===== config.mk =====
export PLATFORM = sky130hd
export DESIGN_NAME = mem_arbiter
export DESIGN_NICKNAME = d
export VERILOG_FILES = /design/src/rtl/mem_arbiter.sv
export SDC_FILE = /design/constraint.sdc
export NUM_CORES = 1
export LEC_CHECK = 0
export ABC_AREA = 0
export CORE_MARGIN = 2
export CORE_UTILIZATION = 45
export CTS_CLUSTER_DIAMETER = 80
export DETAILED_ROUTE_END_ITERATION = 6
export PLACE_DENSITY = 0.83
export SLEW_MARGIN = 20
export SYNTH_ARGS = -nofsm -noshare
export SYNTH_HDL_FRONTEND = slang
export SYNTH_SLANG_ARGS = --single-unit
export TNS_END_PERCENT = 1

===== constraint.sdc =====
create_clock -name clk_i -period 5.15 [get_ports clk_i]
set_clock_uncertainty 0.05 [all_clocks]
set_input_delay 0.7725 -clock clk_i [delete_from_list [all_inputs] [get_ports clk_i]]
set_output_delay 0.7725 -clock clk_i [all_outputs]
set_load 0.1 [all_outputs]

===== src/rtl/mem_arbiter.sv =====
// Two-requester round-robin arbiter in front of a single-port memory with a
// bounded wait for the memory handshake; every output comes straight from a flop.
module mem_arbiter #(
  parameter int WIDTH      = 16,
  parameter int DEPTH      = 64,
  parameter int ADDR_WIDTH = $clog2(DEPTH),
  parameter int TIMEOUT    = 15
) (
  input  logic                  clk_i,
  input  logic                  rst_i,
  input  logic                  req0_valid_i,
  input  logic                  req0_wr_rd_en_i,
  input  logic [ADDR_WIDTH-1:0] req0_addr_i,
  input  logic [WIDTH-1:0]      req0_wdata_i,
  output logic                  req0_ready_o,
  output logic [WIDTH-1:0]      req0_rdata_o,
  output logic                  req0_err_o,
  input  logic                  req1_valid_i,
  input  logic                  req1_wr_rd_en_i,
  input  logic [ADDR_WIDTH-1:0] req1_addr_i,
  input  logic [WIDTH-1:0]      req1_wdata_i,
  output logic                  req1_ready_o,
  output logic [WIDTH-1:0]      req1_rdata_o,
  output logic                  req1_err_o,
  output logic                  mem_valid_o,
  output logic                  mem_wr_rd_en_o,
  output logic [ADDR_WIDTH-1:0] mem_addr_o,
  output logic [WIDTH-1:0]      mem_wdata_o,
  input  logic [WIDTH-1:0]      mem_rdata_i,
  input  logic                  mem_ready_i,
  output logic                  busy_o
);

  localparam int CNT_W = $clog2(TIMEOUT + 1);
  localparam logic [CNT_W-1:0] CNT_LAST = CNT_W'(TIMEOUT - 1);
  localparam logic [CNT_W-1:0] CNT_MAX  = CNT_W'(TIMEOUT);

  typedef enum logic [1:0] {IDLE, ISSUE, WAIT, DONE} state_e;

  state_e             state_q;
  logic               last_grant_q;
  logic               grant_q;
  logic               grant_d;
  logic [CNT_W-1:0]   wait_cnt_q;
  logic               req0_ready_q, req1_ready_q;
  logic               req0_err_q, req1_err_q;
  logic [WIDTH-1:0]   req0_rdata_q, req1_rdata_q;
  logic               mem_valid_q, mem_wr_q, busy_q;
  logic [ADDR_WIDTH-1:0] mem_addr_q;
  logic [WIDTH-1:0]   mem_wdata_q;

  // On a tie the requester that did not win last time gets the grant.
  always_comb begin
    grant_d = req1_valid_i;
    if (req0_valid_i && req1_valid_i) grant_d = ~last_grant_q;
  end

  always_ff @(posedge clk_i) begin
    if (rst_i) begin
      state_q      <= IDLE;
      last_grant_q <= 1'b1;
      grant_q      <= 1'b0;
      wait_cnt_q   <= '0;
      req0_ready_q <= 1'b0;
      req1_ready_q <= 1'b0;
      req0_err_q   <= 1'b0;
      req1_err_q   <= 1'b0;
      req0_rdata_q <= '0;
      req1_rdata_q <= '0;
      mem_valid_q  <= 1'b0;
      mem_wr_q     <= 1'b0;
      mem_addr_q   <= '0;
      mem_wdata_q  <= '0;
      busy_q       <= 1'b0;
    end else begin
      case (state_q)
        IDLE: begin
          if (req0_valid_i || req1_valid_i) begin
            grant_q     <= grant_d;
            mem_wr_q    <= grant_d ? req1_wr_rd_en_i : req0_wr_rd_en_i;
            mem_addr_q  <= grant_d ? req1_addr_i     : req0_addr_i;
            mem_wdata_q <= grant_d ? req1_wdata_i    : req0_wdata_i;
            mem_valid_q <= 1'b1;
            busy_q      <= 1'b1;
            state_q     <= ISSUE;
          end
        end
        ISSUE: begin
          mem_valid_q <= 1'b0;
          wait_cnt_q  <= '0;
          state_q     <= WAIT;
        end
        WAIT: begin
          if (mem_ready_i) begin
            if (grant_q) begin
              req1_ready_q <= 1'b1;
              req1_rdata_q <= mem_wr_q ? '0 : mem_rdata_i;
            end else begin
              req0_ready_q <= 1'b1;
              req0_rdata_q <= mem_wr_q ? '0 : mem_rdata_i;
            end
            state_q <= DONE;
          end else if (wait_cnt_q == CNT_LAST) begin
            // Abort: the requester gets an error with zero data.
            if (grant_q) begin
              req1_ready_q <= 1'b1;
              req1_err_q   <= 1'b1;
            end else begin
              req0_ready_q <= 1'b1;
              req0_err_q   <= 1'b1;
            end
            state_q <= DONE;
          end else if (wait_cnt_q != CNT_MAX) begin
            wait_cnt_q <= wait_cnt_q + 1'b1;
          end
        end
        DONE: begin
          req0_ready_q <= 1'b0;
          req1_ready_q <= 1'b0;
          req0_err_q   <= 1'b0;
          req1_err_q   <= 1'b0;
          req0_rdata_q <= '0;
          req1_rdata_q <= '0;
          last_grant_q <= grant_q;
          busy_q       <= 1'b0;
          state_q      <= IDLE;
        end
        default: state_q <= IDLE;
      endcase
    end
  end

  assign req0_ready_o   = req0_ready_q;
  assign req1_ready_o   = req1_ready_q;
  assign req0_err_o     = req0_err_q;
  assign req1_err_o     = req1_err_q;
  assign req0_rdata_o   = req0_rdata_q;
  assign req1_rdata_o   = req1_rdata_q;
  assign mem_valid_o    = mem_valid_q;
  assign mem_wr_rd_en_o = mem_wr_q;
  assign mem_addr_o     = mem_addr_q;
  assign mem_wdata_o    = mem_wdata_q;
  assign busy_o         = busy_q;

endmodule


**Word-level counts from Yosys, hierarchy flattened**

Cells that the tools add are included.

- Logic and storage cells: 86
- Register bits: 69
- Output and inout bits: 61
- Bits of input ports: 67

- Add/subtract/negate cells: 1
- Mux-type cells: 38
- Bitwise gates (word level): 1
- Eq/ne operators: 14
- Reductions and logical operators: 17

Operators with widths:

| operator | count |
|---|---|
| $mux 16 | 6 |
| $pmux 16 s2 | 2 |
| $ne 2x2->1 const B | 8 |
| $mux 1 | 15 |
| $mux 4 | 3 |
| $pmux 1 s2 | 6 |
| $reduce_and 4->1 | 3 |
| $reduce_and 2->1 | 5 |
| $pmux 2 s4 | 1 |
| $pmux 4 s2 | 1 |
| $reduce_bool 2->1 | 4 |
| $mux 2 | 3 |
| $mux 6 | 1 |
| $reduce_and 3->1 | 2 |
| $add 4x1->4 const B | 1 |
| $eq 2x2->1 const B | 2 |
| $eq 4x4->1 const B | 1 |
| $ne 4x4->1 const B | 1 |
| $ne 3x3->1 const B | 1 |
| $eq 2x1->1 const B | 1 |
| $logic_not 2->1 | 1 |
| $logic_and 1x1->1 | 1 |
| $logic_or 1x1->1 | 1 |
| $not 1->1 | 1 |

**Depth between registers and ports, before layout**

- Depth in word-level cells: 5
- Mapped depth: 8

**Least setup slack after synthesis**

Ideal clock, no wire load.

- Path type: input -> register
- Start: input mem_ready_i
- End: register wait_cnt_q[3]
- Arrival: 1752 ps
- Setup time: 70 ps
- Data required time: 5030 ps
- Setup slack: 3277 ps
- Stages on the path: 4
- Path through: and2b_2 -> a2bb2oi_1 -> or4b_1 -> a21oi_1

- Word-level cells in the longest chain between the ends: 2

RTL lines:

| item | RTL line | source |
|---|---|---|
| start: declaration | 30 | `input logic mem_ready_i,` |
| $ne 2x2->1 (no line) | n/a |  |
| $reduce_and 4->1 (no line) | n/a |  |
| end signal: assignment | 114 | `wait_cnt_q <= wait_cnt_q + 1'b1;` |
| end: declaration | 44 | `logic [CNT_W-1:0] wait_cnt_q;` |

Every way passes these cells.
A chain may end at the register's enable or synchronous reset.

**Worst setup path in the final report**

- Start: register mem_wr_q (netlist: mem_wr_rd_en_o)
- End: output mem_wr_rd_en_o

RTL lines:

| item | RTL line | source |
|---|---|---|
| start: declaration | 48 | `logic mem_valid_q, mem_wr_q, busy_q;` |
| start signal: assignment | 80 | `mem_wr_q <= grant_d ? req1_wr_rd_en_i : req0_wr_rd_en_i;` |
| end: declaration | 26 | `output logic mem_wr_rd_en_o,` |

No word-level cell between the ends.

==> run metrics <==
I/O pin cnt 128; WL final 8050 um; pwr dens 617 nW/um^2; via count 2854; Hold Violations, Final 0; worst stage delay on the critical path 1180 ps; critical path's top delay family buffers and inverters; Synth area leader dfxtp_1; most frequent cells after synthesis dfxtp_1 (69), a21oi_1 (42), nand2_1 (35); Post-Layout Cell Count 534; Critical Path Source Type flop; root buf cell clkbuf_8; hpwl dp 5690 um; Net Sw Frac 54.9%; sequential-to-total area share from yosys stat 47.0%; Chip Width 84.8 um; diode count 0; syn_nets 412; wire length per cell 15.1 um; Clk Latency, worst-skew pair 340 ps; most common cell in the netlist dfxtp_1; Hold Crit Class flop to flop; Max VDD drop 420 uV; final net count 528; Worst Path Class, Setup flop to primary output; WP buf/inv 1; share of cells above drive strength 1 5.69%; Post-synth top flop dfxtp_1; CTS buffer count 9; Setup WS post-layout 2420 ps; core area 6350 sq um; CP arrival 1910 ps; Critical Path End Type primary output; Max Slew Vio Count 0; max frequency 366 MHz; area delta synth->final 50.0%; Post-synth EDFFs 0; clock sinks 69; Post-route DRC 0; initial antenna violation count 0; # rows 29; ys async rst share 0%; Synth top area share 47.0%; cts repair resizes 0; Die ar. 7200 sq um; crit path time final 2730 ps; CTS max path bufs 2; pre-CTS setup slack 2410 ps; GR Util All Layers 22.5%; Crit-path slowest cell clkdlybuf4s50_1; vias in the first global route 2766; main area contributors after synthesis dfxtp_1 (47%), mux2i_1 (8.9%), a21oi_1 (7.1%); post-route setup TNS 0 ps; Worst Max-Slew Pin Slew 1020 ps; status finished clean; CTS Hold Bufs 0; first-pass GRT wire length 12900 um; syn avg cell area 8.75 sq um; CP required 4330 ps; drt pass-1 iters 4; Post-CTS Setup Inserts 0; GRT Residual Overflow 0; Cell variety after synth 35; Finish-stage setup viols 0; Final period util 53.1%; number of cells in the design after placement 518; RSZ-0062 raised after global routing false; total internal power 1.23 mW; Initial Util 46.3%; IO buf count 127; detailed router's first-iteration violation count 169; Slew headroom 31.6%; largest net degree at the start of global routing 71; flops & latches, synth 69; gpl congestion 0.801; leakage 1.59 nW; Clock transition at path regs 80 ps; htree depth 3; DRT antenna net count 0; Synth Cell Area 2940 sq um; post-synthesis cell count 336; sequential power share 27.2%; DR vias/cell 5.34; crit-path cells clkdlybuf4s50_1; DIE HEIGHT 84.8 um; combinational power share 58.4%; CTS tree done; Max-Cap Viols 0; synth warn 0; CP Max Fanout 3; hold slack final 409 ps; sw power 1.49 mW; Clk pwr share 14.4%
[registers in the layout (all words and copies together) (netlist names), 2 cells and up]
name,flops
mem_addr_o,6
wait_cnt_q,4
req1_rdata_o,16
mem_wdata_o,16
state_q,2
req0_rdata_o,16
[power groups by stage]
stage | logic [mW] | clock network, mW | registers [mW]
after floorplan | 0.410 | 0 | 1.55
after global placement | 1.57 | 0 | 0.742
after detailed placement | 1.58 | 0 | 0.749
after CTS | 1.59 | 0.402 | 0.739
after global routing | 1.67 | 0.426 | 0.754
final | 1.59 | 0.393 | 0.739
[stage by stage]
| step | utilization (%) | power [mW] | instance area [sq um] |
|---|---|---|---|
| 3_3_place_gp | 66.6 | 2.31 | 4230 |
| 5_1_grt | 69.5 | 2.85 | 4410 |
| 6_report | 69.5 | 2.72 | 4410 |
| 3_5_place_dp | 66.6 | 2.33 | 4230 |
| 2_1_floorplan | - | 1.96 | 2940 |
| 4_1_cts | 69.4 | 2.73 | 4410 |
[worst register-to-register path, cell delays in order (launching register included)]
cell and delay, ps:
dfxtp_1 440, inv_1 140, ha_1 350, nand2b_1 270, a21oi_2 630, nand3_1 160
a21oi_1 160
[placed cells by master, fill, tap and decap left out, drive strengths merged, types with 3 or more instances in the layout]
cell type,n
clkdlybuf4s50,126
a211oi,26
nor2b,3
nand2b,5
mux2i,26
ha,9
clkinvlp,3
nand2,35
nand3,34
clkbuf,9
a21oi,44
buf,3
dfxtp,69
inv,7
nor2,34
[final timing paths]
kind                            cells past startpoint  slack [ps]               end             from
worst max-delay path                                1        2420    mem_wr_rd_en_o   mem_wr_rd_en_o
worst min-delay path                                2         410   req0_rdata_o[2]  req0_rdata_o[2]
worst max register to register                      6        2880  req1_rdata_o[13]       state_q[0]
worst min register to register                      2         410   req0_rdata_o[2]  req0_rdata_o[2]
[kinds of logic after synthesis]
family                     count (synthesis)  share of synthesized area [%]
adders and majority gates                  9                           3.83
muxes                                     26                           8.85
buffers and inverters                     29                           4.04
AOI/OAI and AO/OA                         82                           17.4
DFF                                       69                           47.0
and+or+nand+nor                          121                           18.9
[area by class of cell]
class                           count  area [sq um]
Clock buffer                        9           124
Clock inverter                      7          50.0
Fill cell                         516          1940
Inverter                            5          18.8
Multi-Input combinational cell    238          1460
Sequential cell                    69          1380
Tap cell                           77          96.3
Timing Repair Buffer              129          1280
[routing by layer]
metal  track usage, %  routed length, um  vias up
li1                 -                  -     1412
met1             26.9               3290     1312
met2             36.3               3880      119
met3             9.53                769       11
met4             7.94                108        0
met5                0                  0        -
No activity file was read; power rests on OpenSTA's default activity.
